===== src/rtl/key_gesture_decoder.sv =====
// Classifies debounced press/release pulses into short click, double click and
// long press gestures. All outputs are registered; pulses last one cycle.
module key_gesture_decoder #(
  parameter int unsigned LONG_CYCLES = 50000000,
  parameter int unsigned GAP_CYCLES  = 25000000,
  parameter int unsigned CNT_W       = 26
) (
  input  logic i_clk,
  input  logic i_rst_n,
  input  logic i_press,
  input  logic i_release,
  output logic o_short,
  output logic o_double,
  output logic o_long,
  output logic o_held,
  output logic o_busy
);

  typedef enum logic [4:0] {
    IDLE           = 5'b00001,
    PRESSED        = 5'b00010,
    LONG_HELD      = 5'b00100,
    WAIT_SECOND    = 5'b01000,
    SECOND_PRESSED = 5'b10000
  } state_e;

  localparam logic [CNT_W-1:0] LONG_LAST = CNT_W'(LONG_CYCLES - 1);
  localparam logic [CNT_W-1:0] GAP_LAST  = CNT_W'(GAP_CYCLES - 1);

  state_e           state_q, state_d;
  logic [CNT_W-1:0] cnt_q, cnt_d;
  logic             short_q, short_d;
  logic             double_q, double_d;
  logic             long_q, long_d;
  logic             held_q, held_d;
  logic             busy_q, busy_d;
  logic             press_v, release_v;

  // A simultaneous press and release is treated as no event at all.
  assign press_v   = i_press & ~i_release;
  assign release_v = i_release & ~i_press;

  always_comb begin
    // NOTE: every signal gets a default before the case so no path infers a latch.
    state_d  = state_q;
    short_d  = 1'b0;
    double_d = 1'b0;
    long_d   = 1'b0;
    case (state_q)
      IDLE: begin
        if (press_v) state_d = PRESSED;
      end
      PRESSED: begin
        if (release_v) begin
          state_d = WAIT_SECOND;
        end else if (cnt_q == LONG_LAST) begin
          state_d = LONG_HELD;
          long_d  = 1'b1;
        end
      end
      LONG_HELD: begin
        if (release_v) state_d = IDLE;
      end
      WAIT_SECOND: begin
        if (press_v) begin
          state_d = SECOND_PRESSED;
        end else if (cnt_q == GAP_LAST) begin
          state_d = IDLE;
          short_d = 1'b1;
        end
      end
      SECOND_PRESSED: begin
        if (release_v) begin
          state_d  = IDLE;
          double_d = 1'b1;
        end
      end
      default: state_d = IDLE;
    endcase

    if (state_d != state_q) begin
      cnt_d = '0;
    end else if (state_q == PRESSED || state_q == WAIT_SECOND) begin
      cnt_d = cnt_q + CNT_W'(1);
    end else begin
      cnt_d = '0;
    end

    held_d = (state_d == LONG_HELD);
    busy_d = (state_d != IDLE);
  end

  always_ff @(posedge i_clk or negedge i_rst_n) begin
    if (!i_rst_n) begin
      state_q  <= IDLE;
      cnt_q    <= '0;
      short_q  <= 1'b0;
      double_q <= 1'b0;
      long_q   <= 1'b0;
      held_q   <= 1'b0;
      busy_q   <= 1'b0;
    end else begin
      // NOTE: non-blocking assignments so all registers update from pre-edge values.
      state_q  <= state_d;
      cnt_q    <= cnt_d;
      short_q  <= short_d;
      double_q <= double_d;
      long_q   <= long_d;
      held_q   <= held_d;
      busy_q   <= busy_d;
    end
  end

  assign o_short  = short_q;
  assign o_double = double_q;
  assign o_long   = long_q;
  assign o_held   = held_q;
  assign o_busy   = busy_q;

endmodule


===== config.mk =====
export PLATFORM = sky130hd
export DESIGN_NAME = key_gesture_decoder
export DESIGN_NICKNAME = d
export VERILOG_FILES = /design/src/rtl/key_gesture_decoder.sv
export SDC_FILE = /design/constraint.sdc
export NUM_CORES = 1
export LEC_CHECK = 0
export ABC_AREA = 1
export ABC_CLOCK_PERIOD_IN_PS = 2350
export BUFFER_PORTS_ARGS = -buffer_cell sky130_fd_sc_hd__buf_2
export CELL_PAD_IN_SITES_DETAIL_PLACEMENT = 0
export CELL_PAD_IN_SITES_GLOBAL_PLACEMENT = 1
export CORE_MARGIN = 2
export CORE_UTILIZATION = 43
export DETAILED_ROUTE_END_ITERATION = 10
export PLACE_DENSITY = 0.84
export SYNTH_ARGS = -nofsm -noshare
export SYNTH_HDL_FRONTEND = slang
export SYNTH_SLANG_ARGS = --single-unit

===== constraint.sdc =====
create_clock -name i_clk -period 2.35 [get_ports i_clk]
set_clock_uncertainty 0.1 [all_clocks]
set_input_delay 0.47 -clock i_clk [delete_from_list [all_inputs] [get_ports i_clk]]
set_output_delay 0.47 -clock i_clk [all_outputs]
set_load 0.01 [all_outputs]

==> flow_summary.ini, run 1 <==
[die]
core_um2 = 5070
die_w_um = 76.2
placementRows = 26
initial_core_util = 0.441
io_pins = 9
dieArea_um2 = 5800
die_y_um = 76.2

[pwr]
p_leak_nw = 1.21
p_per_area_nw_per_um2 = 678
vdd_drop_max_uv = 386
p_total_w = 0.00169

[logic_synthesis]
synthArstFlopShare = 1.00
yosys-mux-area-fraction = 0
synth-simple-area-share = 0.445
yosysMostFrequentCell = nand2_1
synth-main-ff-cell = dfrtp_1
synth_top_cell_by_area = dfrtp_1
yosys-top-cells-area = dfrtp_1, nand2_1, nor2_1, nand3_1, inv_1
ys_ff_latch = 36
synth_top_family_by_area = simple AND/OR/NAND/NOR gates
synth-adder-area-share = 0.00559
avgSynthCellArea_um2 = 6.85
synth_edf_count = 0
synth_compound_area_frac = 0.0447
synth_commonest_cells = nand2_1, nor2_1, inv_1, nand3_1, dfrtp_1
yosys_warnings = 0
synthXorXnorAreaFrac = 0.00783
synth_cell_types = 25
yosysSeqAreaShare = 0.403
synth_area_um2 = 2240
syn-instance-count = 327
synth_top_area_frac = 0.391
synth_fp_nets = 332

[timing]
setup_tns_ns = 0
rsz0062_at_grt = no
period_share = 0.911
period_minus_slack_ns = 2.14
fmax_mhz = 467
hold_viol_final = 0
setup_ws_ns = 0.209
timing.final.max_slew_violations = 0
relSlewSlack = 0.464
finalSetupViolCount = 0
tightest_slew_ns = 0.804
hold_slack_ns = 0.158

[critical_path]
path_max_fanout = 13
timing.rr.start = state_q[1]
crit_path_start_kind = flop
crit_type = reg2reg
crit_required_ns = 2.47
startpoint = state_q[1]
cp-end-kind = flop
critPathArrivalTime_ns = 2.26
ff2ff_setup_slack_ns = 0.21

[clock_tree]
cts-buffers-inserted = 5
cts.path.max_buffers = 2
htree_levels = 2
cts.clk_slew.worst_paths_ns = 0.08
numClockSinks = 36
clkLatencyLatePin_ns = 0.30
post_cts.repair.setup_buffers = 0
cts_root_buffer = clkbuf_8
cts_tree = done

[final_layout]
drive_gt1_frac = 0.117
syn_to_final_growth_pct = 11.3
diodes = 0
num-fill-cells = 526
nNetsFinal = 347

[place]
gp_congestion = 0.886
io_buffers = 8
post-place-ws_ns = 0.125
dp_hpwl_um = 4100

[grt]
grt_pass1_vias = 1897
grt_pass1_wl_um = 9090
antenna_found_initial = 0
grtUsageTotal = 0.198
overflow = 0
grt_start_max_net_pins = 37

[drt]
firstDrtPassIters = 4
ant_nets = 0
detail_route.iter0.violations = 150
drc = 0
vias = 2067
wl_per_cell_um = 13.6
drt-total-wl_um = 5630
routed_via_density = 5.00

[flow_run]
max-cap-violations = 0

[outcome]
status = finished, final reports clean

[hold_path]
hp-class = in2async
## layout by cell type (no fill, tap or decap), types with 2 or more instances in the layout
master	count
buf_4	3
buf_2	8
o211ai_1	2
nand2_1	84
o21ai_0	11
nor2_1	57
nand3b_1	2
nand4_4	2
clkbuf_8	5
nor2_2	6
nand3_1	37
nor4_1	3
dfrtp_1	35
inv_1	48
a21oi_1	2
nand4_2	2
nor3_1	10
xor2_1	2
nand4_1	6
or2_2	7
o21bai_1	2
## layout make-up
type / instances / area, µm² / area share
clock buffer: 6 / 72.6 / 0.0291
clock inverter: 2 / 35.0 / 0.0141
inverter: 48 / 180 / 0.0723
multi-input combinational: 240 / 1150 / 0.462
sequential: 36 / 902 / 0.362
tap: 70 / 87.6 / 0.0352
timing repair buffer: 11 / 62.6 / 0.0251
## worst max-delay path, stage by stage, from the launching register on
cell     delay (ns)
dfrtp_1        0.43
nor2_2         0.24
nand4_2        0.21
nor2_2         0.18
nand2_1        0.11
nand3_1        0.08
nand2_1        0.05
inv_1          0.19
nand4_4        0.30
nor2_1         0.18
## metrics by stage
step / utilization / cell area (µm²) / std cells
2_1_floorplan: - / 2240 / 327
3_3_place_gp: 0.465 / 2360 / 404
3_5_place_dp: 0.465 / 2360 / 404
4_1_cts: 0.486 / 2470 / 412
5_1_grt: 0.491 / 2490 / 413
6_report: 0.491 / 2490 / 413
## sequential cells by signal, summed over array words and instances (netlist names)
register / cells
cnt_q: 26
o_busy: 1
o_held: 1
o_double: 1
state_q: 5
o_long: 1
o_short: 1
## metal layers
| metal | vias up | global-route usage | wire length (µm) |
|---|---|---|---|
| li1 | 1068 | - | - |
| met1 | 960 | 0.287 | 2910 |
| met2 | 33 | 0.298 | 2470 |
| met3 | 6 | 0.0391 | 195 |
| met4 | 0 | 0.0600 | 65 |
| met5 | - | 0 | 0 |
## report_power, final
group / internal (W) / switching, W
registers: 0.000650 / 0.0000234
clock network: 0.000315 / 0.000235
logic: 0.000118 / 0.000349
## worst paths after layout
path	end	cells past startpoint
hold / removal	o_short	1
hold reg to reg	cnt_q[4]	3
setup reg to reg	cnt_q[23]	9
max in group asynchronous	cnt_q[16]	1
min in group i_clk	o_double	4
setup / recovery	cnt_q[23]	9
## logic make-up (layout without fill, tap and decap cells)
group                      Yosys count  in the layout
and+or+nand+nor                    218            219
buffers and inverters               52             67
DFF                                 36             36
AOI/OAI and AO/OA                   18             18
xor gates and xnor gates             2              2
adders and majority gates            1              1
## repair_timing
item	4_1_cts	5_1_grt
hold endpoints to repair	0	0
endpoints found under the setup margin	0	26
hold buffers	0	0
gates resized for setup	0	2
Note: power is estimated with default switching activity, not from simulation.
==> run 2: changes to the inputs <==
Settings changed: CELL_PAD_IN_SITES_DETAIL_PLACEMENT 0 to default, CELL_PAD_IN_SITES_GLOBAL_PLACEMENT 1 to default, PLACE_DENSITY 0.84 to 0.66.
==> flow_summary.ini, run 2 (same netlist as run 1, synthesis figures left out) <==
[critical_path]
crit_path_start_kind = flop
path_max_fanout = 13
timing.rr.start = cnt_q[0]
r2r-end = cnt_q[9]
cp-end-kind = flop
ff2ff_setup_slack_ns = 0.23
rr_worst_depth = 10
critPathArrivalTime_ns = 2.22
crit_required_ns = 2.45
crit_type = reg2reg

[final_layout]
drive_gt1_frac = 0.114
regMostFlops = cnt_q
final_common_cell = nand2_1
nNetsFinal = 346
reg_top3 = cnt_q (26), state_q (5)
largest_reg_flops = 26
post-route-cell-area_um2 = 2490
instances_no_fill = 412
multi_input_area_um2 = 1160
syn_to_final_growth_pct = 11.2
register_area_um2 = 902
num-fill-cells = 524
diodes = 0
final_cell_mix = nand2_1, nor2_1, inv_1, nand3_1, dfrtp_1

[timing]
finalSetupViolCount = 0
hold_viol_final = 0
hold_slack_ns = 0.149
timing.final.max_slew_violations = 0
period_minus_slack_ns = 2.12
rsz0062_at_grt = no
setup_ws_ns = 0.233
setup_tns_ns = 0
fmax_mhz = 472
period_share = 0.901
relSlewSlack = 0.476
tightest_slew_ns = 0.786

[drt]
drt-total-wl_um = 5370
wl_per_cell_um = 13.0
firstDrtPassIters = 5
routed_via_density = 5.12
vias = 2110
ant_nets = 0
detail_route.iter0.violations = 182
drc = 0

[clock_tree]
htree_levels = 2
cts.clk_slew.worst_paths_ns = 0.07
cts-buffers-inserted = 5
clkLatencyLatePin_ns = 0.29
cts_root_buffer = clkbuf_8
numClockSinks = 36
ctsHoldBuffers = 0
cts_tree = done
cts.path.max_buffers = 2

[die]
die_y_um = 76.2
die_w_um = 76.2
initial_core_util = 0.441
dieArea_um2 = 5800
placementRows = 26
core_um2 = 5070
io_pins = 9

[grt]
grt_pass1_wl_um = 8880
grt_pass1_vias = 1976
overflow = 0
antenna_found_initial = 0
grt_start_max_net_pins = 37
grtUsageTotal = 0.186

[pwr]
p_leak_nw = 1.21
vdd_drop_max_uv = 327
p_per_area_nw_per_um2 = 669

[outcome]
status = finished, final reports clean

[place]
post-place-ws_ns = 0.155
dp_hpwl_um = 3890
dp.cells = 403
io_buffers = 8
gp_congestion = 0.975
dpl-instance-area_um2 = 2350

[flow_run]
max-cap-violations = 0

[hold_path]
hp-class = in2async
-- run 2: how the worst max path moves through the flow --
| stage | from | end | slack, ns |
|---|---|---|---|
| after detailed placement | cnt_q[0] | cnt_q[9] | 0.15 |
| after global routing | cnt_q[0] | cnt_q[9] | 0.006 |
| after floorplan | cnt_q[0] | cnt_q[14] | 0.56 |
| after global placement | cnt_q[0] | cnt_q[22] | 0.24 |
| final | cnt_q[0] | cnt_q[9] | 0.23 |
| after CTS | cnt_q[0] | cnt_q[9] | 0.10 |
-- run 2: layout make-up --
| cell class | count | area share |
|---|---|---|
| inverters | 48 | 0.0724 |
| repair buffers | 10 | 0.0221 |
| multi-input cells | 240 | 0.465 |
| clock inverters | 2 | 0.0141 |
| well taps | 70 | 0.0352 |
| clock buffers | 6 | 0.0292 |
| flip-flops and latches | 36 | 0.362 |
-- run 2: what timing repair did --
action | CTS | global route
endpoints found under the hold margin | 0 | 0
setup endpoints to repair | 0 | 26
resized for setup | 0 | 4
setup buffers | 0 | 0
-- run 2: metrics by stage --
stage	total power, W	utilization
6_report	0.00167	0.490
5_1_grt	0.00176	0.490
4_1_cts	0.00161	0.484
3_5_place_dp	0.00107	0.463
3_3_place_gp	0.00106	0.463
2_1_floorplan	0.00103	-
-- run 2: power by group --
part | switching (W) | total (W) | internal [W]
combinational | 0.000335 | 0.000454 | 0.000119
sequential | 0.0000250 | 0.000675 | 0.000650
clock | 0.000221 | 0.000536 | 0.000315
-- run 2: metal layers --
metal	GRT usage	wire (µm)	up-vias
met5	0	0	-
met4	0.0527	101	0
met3	0.0379	295	11
met2	0.297	2400	61
met1	0.259	2570	964
li1	-	-	1074
-- run 2: worst max-delay path, cell delays in order, from the launching register on --
cell,delay (ns)
dfrtp_1,0.41
ha_1,0.22
nand2_1,0.12
nor2_4,0.06
inv_1,0.12
nor3_1,0.09
nand2_1,0.06
nand2_1,0.08
a21oi_2,0.29
nand4_4,0.28
nor2_1,0.19
